--- src/rtl/cndm_micro_dp_ctrl_pkg.sv ---
// Shared definitions for the per-port datapath control APB completer:
// register map, FSM states and the per-queue register bundle.
package cndm_micro_dp_ctrl_pkg;

    localparam logic [15:0] ID_VERSION = 16'h0001;

    localparam int REG_ID   = 'h0000;
    localparam int Q_BASE   = 'h0100;
    localparam int Q_STRIDE = 'h20;
    localparam int Q_SHIFT  = $clog2(Q_STRIDE);

    localparam logic [4:0] OFF_CTRL    = 5'h00;
    localparam logic [4:0] OFF_BASE_LO = 5'h04;
    localparam logic [4:0] OFF_BASE_HI = 5'h08;
    localparam logic [4:0] OFF_PROD    = 5'h0C;
    localparam logic [4:0] OFF_CONS    = 5'h10;

    typedef enum logic [0:0] {IDLE, ACCESS} state_t;

    typedef struct packed {
        logic        en;
        logic [3:0]  log_size;
        logic [63:0] base_addr;
        logic [15:0] prod;
    } qreg_t;

    function automatic logic [31:0] merge_bytes(input logic [31:0] cur,
                                                input logic [31:0] wd,
                                                input logic [3:0]  be);
        logic [31:0] r;
        r = cur;
        for (int i = 0; i < 4; i++)
            if (be[i]) r[i*8 +: 8] = wd[i*8 +: 8];
        return r;
    endfunction

endpackage

--- src/rtl/cndm_micro_dp_ctrl_qregs.sv ---
// One queue's register set: write checks, base-address lock while enabled,
// and the doorbell pulse. Byte-lane writes when CNDM_DP_CTRL_PSTRB_EN is defined.
module cndm_micro_dp_ctrl_qregs
    import cndm_micro_dp_ctrl_pkg::*;
#(
    parameter int MAX_LOG_SIZE = 15
) (
    input  logic        clk,
    input  logic        rst_n,
    input  logic        wr,
    input  logic [4:0]  off,
    input  logic [31:0] wdata,
    input  logic [3:0]  strb,
    output qreg_t       regs,
    output logic        doorbell,
    output logic        err
);

    logic [3:0] be;
    logic       commit;

`ifdef CNDM_DP_CTRL_PSTRB_EN
    assign be = strb;
`else
    // Strobes are ignored: every write is a full word.
    assign be = strb | 4'hF;
`endif

    // A write with no lanes enabled touches nothing, so it can never fault.
    assign err = (|be) &&
                 ((off == OFF_CTRL && be[2] && wdata[19:16] > 4'(MAX_LOG_SIZE)) ||
                  ((off == OFF_BASE_LO || off == OFF_BASE_HI) && regs.en));

    assign commit = wr && !err;

    always_ff @(posedge clk or negedge rst_n) begin
        if (!rst_n) begin
            regs     <= '0;
            doorbell <= 1'b0;
        end else begin
            doorbell <= commit && off == OFF_PROD && (|be[1:0]);
            if (commit) begin
                case (off)
                    OFF_CTRL: begin
                        if (be[0]) regs.en       <= wdata[0];
                        if (be[2]) regs.log_size <= wdata[19:16];
                    end
                    OFF_BASE_LO: regs.base_addr[31:0]  <= merge_bytes(regs.base_addr[31:0], wdata, be);
                    OFF_BASE_HI: regs.base_addr[63:32] <= merge_bytes(regs.base_addr[63:32], wdata, be);
                    OFF_PROD: begin
                        if (be[0]) regs.prod[7:0]  <= wdata[7:0];
                        if (be[1]) regs.prod[15:8] <= wdata[15:8];
                    end
                    default: ;
                endcase
            end
        end
    end

endmodule

--- src/rtl/cndm_micro_dp_ctrl_apb.sv ---
// APB completer for one port's queue control registers; feeds queue engines
// with config and doorbells. Optional byte strobes: CNDM_DP_CTRL_PSTRB_EN.
module cndm_micro_dp_ctrl_apb
    import cndm_micro_dp_ctrl_pkg::*;
#(
    parameter int QUEUES       = 2,
    parameter int ADDR_W       = 16,
    parameter int WAIT_STATES  = 1,
    parameter int MAX_LOG_SIZE = 15
) (
    input  logic                 clk,
    input  logic                 rst_n,
    input  logic [ADDR_W-1:0]    s_apb_paddr,
    input  logic                 s_apb_psel,
    input  logic                 s_apb_penable,
    input  logic                 s_apb_pwrite,
    input  logic [31:0]          s_apb_pwdata,
    input  logic [3:0]           s_apb_pstrb,
    output logic [31:0]          s_apb_prdata,
    output logic                 s_apb_pready,
    output logic                 s_apb_pslverr,
    output logic [QUEUES-1:0]    q_en,
    output logic [QUEUES*4-1:0]  q_log_size,
    output logic [QUEUES*64-1:0] q_base_addr,
    output logic [QUEUES*16-1:0] q_prod,
    output logic [QUEUES-1:0]    q_doorbell,
    input  logic [QUEUES*16-1:0] q_cons
);

    state_t            state, state_nx;
    logic [1:0]        cnt, cnt_nx;
    logic              setup, pready;
    logic [ADDR_W-1:0] addr_q, word, rel;
    logic              write_q;
    logic [31:0]       wdata_q;
    logic [3:0]        strb_q;

    always_comb begin
        state_nx = state;
        cnt_nx   = cnt;
        setup    = 1'b0;
        pready   = 1'b0;
        case (state)
            IDLE: begin
                if (s_apb_psel && !s_apb_penable) begin
                    setup    = 1'b1;
                    cnt_nx   = 2'(WAIT_STATES);
                    state_nx = ACCESS;
                end
            end
            ACCESS: begin
                // Losing psel mid-transfer abandons it without a response.
                if (!s_apb_psel)       state_nx = IDLE;
                else if (cnt != 2'd0)  cnt_nx   = cnt - 2'd1;
                else if (s_apb_penable) begin
                    pready   = 1'b1;
                    state_nx = IDLE;
                end
            end
            default: state_nx = IDLE;
        endcase
    end

    always_ff @(posedge clk or negedge rst_n) begin
        if (!rst_n) begin
            state   <= IDLE;
            cnt     <= '0;
            addr_q  <= '0;
            write_q <= 1'b0;
            wdata_q <= '0;
            strb_q  <= '0;
        end else begin
            state <= state_nx;
            cnt   <= cnt_nx;
            if (setup) begin
                addr_q  <= s_apb_paddr;
                write_q <= s_apb_pwrite;
                wdata_q <= s_apb_pwdata;
                strb_q  <= s_apb_pstrb;
            end
        end
    end

    logic [4:0]        off;
    logic              is_id;
    logic              in_q;
    logic [QUEUES-1:0] hit, qerr;
    qreg_t             regs [QUEUES];

    assign word  = addr_q & ~ADDR_W'(3);
    assign rel   = word - ADDR_W'(Q_BASE);
    assign off   = rel[Q_SHIFT-1:0];
    assign is_id = (word == ADDR_W'(REG_ID));
    assign in_q  = (word >= ADDR_W'(Q_BASE)) && (off <= OFF_CONS);

    for (genvar g = 0; g < QUEUES; g++) begin : g_q
        assign hit[g] = in_q && (rel[ADDR_W-1:Q_SHIFT] == (ADDR_W-Q_SHIFT)'(g));

        cndm_micro_dp_ctrl_qregs #(.MAX_LOG_SIZE(MAX_LOG_SIZE)) u_qregs (
            .clk      (clk),
            .rst_n    (rst_n),
            .wr       (pready && write_q && hit[g] && off != OFF_CONS),
            .off      (off),
            .wdata    (wdata_q),
            .strb     (strb_q),
            .regs     (regs[g]),
            .doorbell (q_doorbell[g]),
            .err      (qerr[g])
        );

        assign q_en[g]               = regs[g].en;
        assign q_log_size[g*4 +: 4]  = regs[g].log_size;
        assign q_base_addr[g*64 +: 64] = regs[g].base_addr;
        assign q_prod[g*16 +: 16]    = regs[g].prod;
    end

    logic [31:0] rdata;
    logic        mapped, ro, err;

    always_comb begin
        rdata = '0;
        if (is_id) rdata = {16'(QUEUES), ID_VERSION};
        for (int q = 0; q < QUEUES; q++) begin
            if (hit[q]) begin
                case (off)
                    OFF_CTRL:    rdata = {12'h0, regs[q].log_size, 15'h0, regs[q].en};
                    OFF_BASE_LO: rdata = regs[q].base_addr[31:0];
                    OFF_BASE_HI: rdata = regs[q].base_addr[63:32];
                    OFF_PROD:    rdata = {16'h0, regs[q].prod};
                    default:     rdata = {16'h0, q_cons[q*16 +: 16]};
                endcase
            end
        end
    end

    assign mapped = is_id || (|hit);
    assign ro     = is_id || off == OFF_CONS;
    assign err    = !mapped || (write_q && (ro || (|(hit & qerr))));

    assign s_apb_pready  = pready;
    assign s_apb_pslverr = pready && err;
    assign s_apb_prdata  = (pready && !write_q) ? rdata : 32'h0;

endmodule

--- config.mk ---
export PLATFORM = sky130hd
export DESIGN_NAME = cndm_micro_dp_ctrl_apb
export DESIGN_NICKNAME = d
export VERILOG_FILES = /design/src/rtl/cndm_micro_dp_ctrl_pkg.sv /design/src/rtl/cndm_micro_dp_ctrl_qregs.sv /design/src/rtl/cndm_micro_dp_ctrl_apb.sv
export SDC_FILE = /design/constraint.sdc
export NUM_CORES = 1
export LEC_CHECK = 0
export ABC_AREA = 1
export CAP_MARGIN = 20
export CELL_PAD_IN_SITES_DETAIL_PLACEMENT = 0
export CELL_PAD_IN_SITES_GLOBAL_PLACEMENT = 1
export CORE_ASPECT_RATIO = 0.5
export CORE_MARGIN = 3
export CORE_UTILIZATION = 32
export DETAILED_ROUTE_END_ITERATION = 10
export PLACE_DENSITY_LB_ADDON = 0.12
export SYNTH_ARGS = -nofsm -noshare
export SYNTH_HDL_FRONTEND = slang
export SYNTH_SLANG_ARGS = --single-unit
--- constraint.sdc ---
create_clock -name clk -period 2.3 [get_ports clk]
set_clock_uncertainty 0.15 [all_clocks]
set_input_delay 0.575 -clock clk [delete_from_list [all_inputs] [get_ports clk]]
set_output_delay 0.575 -clock clk [all_outputs]
set_load 0.01 [all_outputs]
==> load_flow_metrics.sql, run 1 <==
INSERT INTO impl_metrics (metric_group, metric, value, unit) VALUES
('placement', 'numPortBuffers', '288', ''),
('detailed_routing', 'wire_per_inst', '20.7', 'µm'),
('clocking', 'cts_made_buffers', '22', ''),
('clocking', 'path_clk_slew', '0.06', 'ns'),
('clocking', 'clock_sink_count', '222', ''),
('detailed_routing', 'avgViaCountPerCell', '5.07', ''),
('detailed_routing', 'wl', '46.3', 'mm'),
('finish', 'postLayoutCoreUtil', '59.3', '%'),
('worst_setup_path', 'worst_setup_path_end_kind', 'output pin', ''),
('timing', 'worst_slew_margin_rel', '69.6', '%'),
('global_route', 'grt_max_degree', '49', ''),
('floorplanning', 'core.rowCount', '46', ''),
('clocking', 'clock_insertion_delay_worst_skew', '0.52', 'ns'),
('clocking', 'cts_buffer_depth', '3', ''),
('detailed_routing', 'drt_pass1_iterations', '4', ''),
('clocking', 'clock_tree.htree_level_count', '1', ''),
('finish', 'area_delta_synth_final', '79.3', '%'),
('finish', 'antennaDiodeCount', '0', ''),
('placement', 'detailed_place.area', '15400', 'µm²'),
('timing', 'finalSetupTns', '-106.91', 'ns'),
('clocking', 'tritoncts', 'yes', ''),
('placement', 'gp_congestion', '0.828', ''),
('finish', 'finish.net_count', '1881', ''),
('worst_setup_path', 'worst_ep_arrival_time', '2.48', 'ns'),
('timing', 'layout_setup_ws', '-0.905', 'ns'),
('timing', 'drv_slew', '0', ''),
('floorplanning', 'die_w', '264', 'µm'),
('worst_setup_path', 'crit_required', '1.57', 'ns'),
('detailed_routing', 'detail_route_antenna_nets', '0', ''),
('worst_setup_path', 'timing.critical_path.fanout_max', '8', ''),
('timing', 'tightest_slew', '0.456', 'ns'),
('finish', 'layout.cells.most_common_list', 'sky130_fd_sc_hd__nand2_1 (379), sky130_fd_sc_hd__clkdlybuf4s50_1 (247), sky130_fd_sc_hd__dfrtp_1 (222)', ''),
('worst_setup_path', 'setup.worst_path.start_class', 'flip-flop', ''),
('synthesis', 'post_synthesis_area_per_instance', '7.92', 'µm²'),
('global_route', 'grt.total_usage', '25.2', '%'),
('detailed_routing', 'drt_iter0_drc', '719', ''),
('synthesis', 'synth-seq-cells', '222', ''),
('power_and_ir_drop', 'worst_ir_drop_vdd', '0.000459', 'V'),
('floorplanning', 'initial_cell_density_of_the_core', '33.1', '%'),
('floorplanning', 'die_height', '135', 'µm'),
('timing', 'timing.fmax', '0.312', 'GHz'),
('synthesis', 'postSynthCellCount', '1346', ''),
('detailed_routing', 'via_count', '11300', ''),
('synthesis', 'seq_total_area_yosys', '52.1', '%'),
('detailed_routing', 'drc_errors', '0', ''),
('synthesis', 'yosys_warnings', '0', ''),
('timing', 'layout_worst_path_cycle_share', '139', '%'),
('timing', 'grt_setup_unrepaired', 'yes', ''),
('finish', 'layout-drive-gt1-share', '40.4', '%'),
('power_and_ir_drop', 'pwrdens', '531', 'nW/µm²'),
('finish', 'design_area', '19100', 'µm²'),
('timing', 'finalWorstPathRequiredPeriod', '3.21', 'ns'),
('power_and_ir_drop', 'totalPowerFinal', '0.0101', 'W'),
('power_and_ir_drop', 'total_leakage_power', '8.87', 'nW'),
('synthesis', 'synth.net_count', '1437', ''),
('placement', 'detailedPlacementHpwl', '28.7', 'mm'),
('timing', 'fin_hold_ws', '0.340', 'ns'),
('synthesis', 'synth.cell_area', '10700', 'µm²'),
('finish', 'layout_commonest_cell', 'sky130_fd_sc_hd__nand2_1', ''),
('outcome', 'failed_checks', 'setup timing', ''),
('timing', 'hold_viol_final', '0', ''),
('floorplanning', 'design.die.area', '35700', 'µm²'),
('global_route', 'first_global_vias', '11300', ''),
('timing', 'setup_violations', '207', ''),
('synthesis', 'post_synth_num_cell_types', '27', ''),
('floorplanning', 'ios', '295', ''),
('outcome', 'outcome', 'finished with violations', ''),
('clocking', 'clk_root_buffer_cell', 'sky130_fd_sc_hd__clkbuf_16', ''),
('global_route', 'grt_pass1_wl', '69.4', 'mm'),
('min_path', 'hold_class', 'in -> reg', ''),
('job', 'max_cap_viols', '0', ''),
('global_route', 'grt_antenna_before_repair', '0', ''),
('worst_setup_path', 'path_class', 'reg -> out', ''),
('global_route', 'grt_overflow', '0', ''),
('floorplanning', 'core-area', '32200', 'µm²');
flip-flops by register name, summed over array words and instances (netlist names):
signal	cells
write_q	1
g_q.u_qregs.doorbell	2
addr_q	14
state	1
wdata_q	32
cnt	2
g_q.u_qregs.regs	170
synthesized netlist by cell type, drive strengths merged:
cell type	instances	area, µm²
a21boi	3	22.5
a21oi	42	210
a22o	24	210
buf	62	313
clkbuf	22	82.6
clkinv	1	5.00
dfrtp	222	5560
ha	2	25.0
inv	32	120
mux2	36	405
nand2	626	2360
nand3	184	921
nand4	2	12.5
nor2	69	289
nor3	8	67.6
o21ai	7	35.0
o22ai	2	12.5
or2	2	12.5
stage by stage:
| stage | worst slack (ns) | cells |
|---|---|---|
| after detailed placement | -1.08 | 2128 |
| after CTS | -0.937 | 2240 |
| after global placement | -1.06 | 2128 |
| after global routing | -1.07 | 2238 |
| final | -0.905 | 2238 |
| after floorplan | -0.182 | 1346 |
power breakdown:
group	total [W]	internal, W	switching, W
sequential	0.00452	0.00413	0.000390
combinational	0.00185	0.000875	0.000971
clock	0.00377	0.00215	0.00162
total	0.0101	0.00716	0.00298
logic make-up (layout without fill, tap and decap cells):
group	after synthesis	in the layout	synth area share [%]
multiplexers	36	36	3.80
adder cells (fa/ha/maj)	2	2	0.235
flip-flops	222	222	52.1
buffers and inverters	117	577	4.88
AND/OR/NAND/NOR	891	891	34.4
AO/OA/AOI/OAI	78	78	4.60
critical path: stages, from the launching register on:
cell                      delay (ns)
sky130_fd_sc_hd__dfrtp_1        0.36
sky130_fd_sc_hd__inv_2          0.06
sky130_fd_sc_hd__ha_4           0.26
sky130_fd_sc_hd__inv_2          0.03
sky130_fd_sc_hd__nor2_4         0.07
sky130_fd_sc_hd__nand2_1        0.05
sky130_fd_sc_hd__nor2_1         0.09
sky130_fd_sc_hd__nand2_1        0.08
sky130_fd_sc_hd__nor2_4         0.13
sky130_fd_sc_hd__o21ai_2        0.09
sky130_fd_sc_hd__nor2_4         0.13
sky130_fd_sc_hd__buf_12         0.13
sky130_fd_sc_hd__buf_16         0.16
sky130_fd_sc_hd__nand2_4        0.06
sky130_fd_sc_hd__nor2_2         0.10
sky130_fd_sc_hd__buf_2          0.13
layer usage:
metal / vias to the layer above / global-route usage, % / wire length [µm]
met2: 307 / 41.0 / 22400
met5: - / 0 / 0
met1: 5743 / 35.0 / 20200
met4: 0 / 7.17 / 1260
met3: 67 / 4.08 / 2400
li1: 5232 / - / -
area by class of cell:
type	count	area, µm²
clock buffers	30	632
flip-flops and latches	222	5560
multi-input cells	1007	6410
clock inverters	10	103
inverters	33	143
repair inverters	1	16.3
well taps	432	541
repair buffers	503	5720
fillers	2876	13100
timing repair:
| item | CTS | global route |
|---|---|---|
| hold endpoints to repair | 44 | 0 |
| hold buffers | 1 | 0 |
| cloned | 32 | 2 |
| setup buffers | 42 | 21 |
| setup endpoints to repair | 206 | 210 |
| resized for setup | 393 | 333 |
| pin swaps | 63 | 116 |
worst paths after layout:
| path | start | to | slack, ns | cells past startpoint |
|---|---|---|---|---|
| worst max-delay path | addr_q[8] | s_apb_prdata[5] | -0.91 | 15 |
| worst min-delay path | s_apb_penable | state | 0.34 | 2 |
| worst min register to register | g_q[1].u_qregs.regs[13] | g_q[1].u_qregs.regs[13] | 0.36 | 2 |
| worst max register to register | addr_q[8] | g_q[1].u_qregs.regs[66] | -0.59 | 20 |
| max in group asynchronous | rst_n | wdata_q[4] | 0.96 | 3 |
| min in group asynchronous | rst_n | wdata_q[24] | 0.40 | 2 |
Note: power is estimated with default switching activity, not from simulation.
==> run 2: changes to the inputs <==
--- a/config.mk
+++ b/config.mk
@@ -13,6 +13,7 @@
 export CORE_MARGIN = 3
 export CORE_UTILIZATION = 32
 export DETAILED_ROUTE_END_ITERATION = 10
+export MAX_ROUTING_LAYER = met4
 export PLACE_DENSITY_LB_ADDON = 0.12
 export SYNTH_ARGS = -nofsm -noshare
 export SYNTH_HDL_FRONTEND = slang
==> run 2 against run 1 <==
The run still ends with setup timing left. Highest routed layer unchanged. Via count barely moved. Worst setup slack better by 0.0056 ns. Utilization is essentially flat. Largest power group unchanged. Critical endpoint unchanged. Combinational power about the same.
==> load_flow_metrics.sql, run 2 (synthesized netlist as in run 1, its figures left out) <==
INSERT INTO impl_metrics (metric_group, metric, value, unit) VALUES
('detailed_routing', 'drc_errors', '0', ''),
('worst_setup_path', 'r2r-end', 'g_q[1].u_qregs.regs[66]', ''),
('job', 'max_cap_viols', '0', ''),
('timing', 'finalWorstPathRequiredPeriod', '3.20', 'ns'),
('min_path', 'hold_start', 's_apb_penable', ''),
('worst_setup_path', 'crit_start', 'addr_q[8]', ''),
('placement', 'gp_congestion', '0.841', ''),
('global_route', 'grt_max_degree', '49', ''),
('finish', 'finish.net_count', '1881', ''),
('detailed_routing', 'drt_iter0_drc', '662', ''),
('finish', 'design_area', '19100', 'µm²'),
('finish', 'largest_register_ff_count', '170', ''),
('finish', 'biggestRegsByFlops', 'g_q.u_qregs.regs: 170 flops, wdata_q: 32 flops, addr_q: 14 flops', ''),
('detailed_routing', 'drt_pass1_iterations', '5', ''),
('clocking', 'path_clk_slew', '0.06', 'ns'),
('detailed_routing', 'via_count', '11400', ''),
('worst_setup_path', 'timing.critical_path.fanout_max', '8', ''),
('clocking', 'cts_buffer_depth', '3', ''),
('detailed_routing', 'avgViaCountPerCell', '5.07', ''),
('floorplanning', 'die_w', '264', 'µm'),
('power_and_ir_drop', 'total_leakage_power', '8.87', 'nW'),
('worst_setup_path', 'reg2regPathDepth', '20', ''),
('floorplanning', 'core-area', '32200', 'µm²'),
('worst_setup_path', 'setup.worst_path.start_class', 'flip-flop', ''),
('finish', 'layout.cells.most_common_list', 'sky130_fd_sc_hd__nand2_1 (378), sky130_fd_sc_hd__clkdlybuf4s50_1 (247), sky130_fd_sc_hd__dfrtp_1 (222)', ''),
('global_route', 'grt.total_usage', '26.0', '%'),
('worst_setup_path', 'crit_required', '1.57', 'ns'),
('timing', 'worst_slew_margin_rel', '68.0', '%'),
('power_and_ir_drop', 'pwrdens', '530', 'nW/µm²'),
('timing', 'tightest_slew', '0.480', 'ns'),
('worst_setup_path', 'crit-reg2reg-launch', 'addr_q[8]', ''),
('power_and_ir_drop', 'worst_ir_drop_vdd', '0.000461', 'V'),
('worst_setup_path', 'path_class', 'reg -> out', ''),
('timing', 'grt_setup_unrepaired', 'yes', ''),
('clocking', 'clock_tree.htree_level_count', '1', ''),
('detailed_routing', 'detail_route_antenna_nets', '0', ''),
('worst_setup_path', 'worst_ep_arrival_time', '2.47', 'ns'),
('power_and_ir_drop', 'totalPowerFinal', '0.0101', 'W'),
('clocking', 'tritoncts', 'yes', ''),
('floorplanning', 'die_height', '135', 'µm'),
('clocking', 'clock_sink_count', '222', ''),
('detailed_routing', 'wire_per_inst', '20.7', 'µm'),
('timing', 'layout_worst_path_cycle_share', '139', '%'),
('timing', 'drv_slew', '0', ''),
('worst_setup_path', 'reg2reg_setup_slack', '-0.58', 'ns'),
('finish', 'biggest_register', 'g_q.u_qregs.regs', ''),
('clocking', 'cts_made_buffers', '22', ''),
('outcome', 'failed_checks', 'setup timing', ''),
('finish', 'layout-drive-gt1-share', '40.5', '%'),
('finish', 'antennaDiodeCount', '0', ''),
('detailed_routing', 'wl', '46.4', 'mm'),
('min_path', 'hold_class', 'in -> reg', ''),
('outcome', 'outcome', 'finished with violations', ''),
('finish', 'area_delta_synth_final', '79.3', '%'),
('worst_setup_path', 'crit_end', 's_apb_prdata[5]', ''),
('placement', 'detailedPlacementHpwl', '28.7', 'mm'),
('global_route', 'first_global_vias', '11300', ''),
('placement', 'detailed_place.area', '15400', 'µm²'),
('timing', 'setup_violations', '207', ''),
('global_route', 'grt_overflow', '0', ''),
('worst_setup_path', 'worst_setup_path_end_kind', 'output pin', ''),
('global_route', 'grt_antenna_before_repair', '0', ''),
('timing', 'fin_hold_ws', '0.340', 'ns'),
('floorplanning', 'core.rowCount', '46', ''),
('floorplanning', 'design.die.area', '35700', 'µm²'),
('clocking', 'clock_insertion_delay_worst_skew', '0.52', 'ns'),
('finish', 'layout_commonest_cell', 'sky130_fd_sc_hd__nand2_1', ''),
('timing', 'layout_setup_ws', '-0.899', 'ns'),
('floorplanning', 'initial_cell_density_of_the_core', '33.1', '%'),
('global_route', 'grt_pass1_wl', '69.4', 'mm'),
('placement', 'numPortBuffers', '288', ''),
('floorplanning', 'ios', '295', ''),
('timing', 'hold_viol_final', '0', ''),
('timing', 'timing.fmax', '0.313', 'GHz'),
('clocking', 'clk_root_buffer_cell', 'sky130_fd_sc_hd__clkbuf_16', ''),
('placement', 'dp_worst_setup_slack', '-1.08', 'ns');
-- run 2: what timing repair did --
item / in CTS / in global routing
setup buffers: 42 / 21
hold endpoints to repair: 44 / 0
endpoints found under the setup margin: 206 / 210
resized for setup: 393 / 334
cloned: 32 / 2
pin swaps: 63 / 116
hold buffers: 1 / 0
-- run 2: layout make-up --
cell class                 count  area (µm²)
fill                        2875       13100
multi-input combinational   1007        6410
timing repair buffer         503        5720
sequential                   222        5560
clock buffer                  30         632
tap                          432         541
inverter                      33         143
clock inverter                10         103
timing repair inverter         1        16.3
-- run 2: stage by stage --
step / TNS, ns / cells / utilization [%]
after floorplan: -4.13 / 1346 / -
after global placement: -123.82 / 2128 / 47.7
after detailed placement: -131.92 / 2128 / 47.7
after CTS: -122.59 / 2240 / 56.4
after global routing: -140.96 / 2238 / 59.3
final: -105.73 / 2238 / 59.3
-- run 2: worst min path at each step --
| stage | to | cells past startpoint |
|---|---|---|
| floorplan | addr_q[10] | 0 |
| finish | state | 2 |
| global route | state | 2 |
| CTS | state | 2 |
| detailed placement | g_q[1].u_qregs.regs[68] | 2 |
| global placement | g_q[1].u_qregs.regs[61] | 2 |
-- run 2: worst max-delay path, cell delays in order (launching register included) --
cell                      delay [ns]
sky130_fd_sc_hd__dfrtp_1        0.36
sky130_fd_sc_hd__inv_2          0.06
sky130_fd_sc_hd__ha_4           0.26
sky130_fd_sc_hd__inv_2          0.03
sky130_fd_sc_hd__nor2_4         0.07
sky130_fd_sc_hd__nand2_1        0.05
sky130_fd_sc_hd__nor2_1         0.09
sky130_fd_sc_hd__nand2_1        0.08
sky130_fd_sc_hd__nor2_4         0.13
sky130_fd_sc_hd__o21ai_2        0.09
sky130_fd_sc_hd__nor2_4         0.13
sky130_fd_sc_hd__buf_12         0.13
sky130_fd_sc_hd__buf_16         0.17
sky130_fd_sc_hd__nand2_4        0.06
sky130_fd_sc_hd__nor2_2         0.10
sky130_fd_sc_hd__buf_2          0.13
-- run 2: power breakdown --
group	switching [W]	internal [W]
Sequential	0.000392	0.00413
Combinational	0.000969	0.000875
Clock	0.00161	0.00215
-- run 2: routing by layer --
metal  vias up  routed length (µm)  GRT usage [%]
li1       5236                   -              -
met1      5766               20500           35.2
met2       287               22500           41.0
met3        65                2110           3.80
met4         0                1150           7.20
met5         -                   0              -
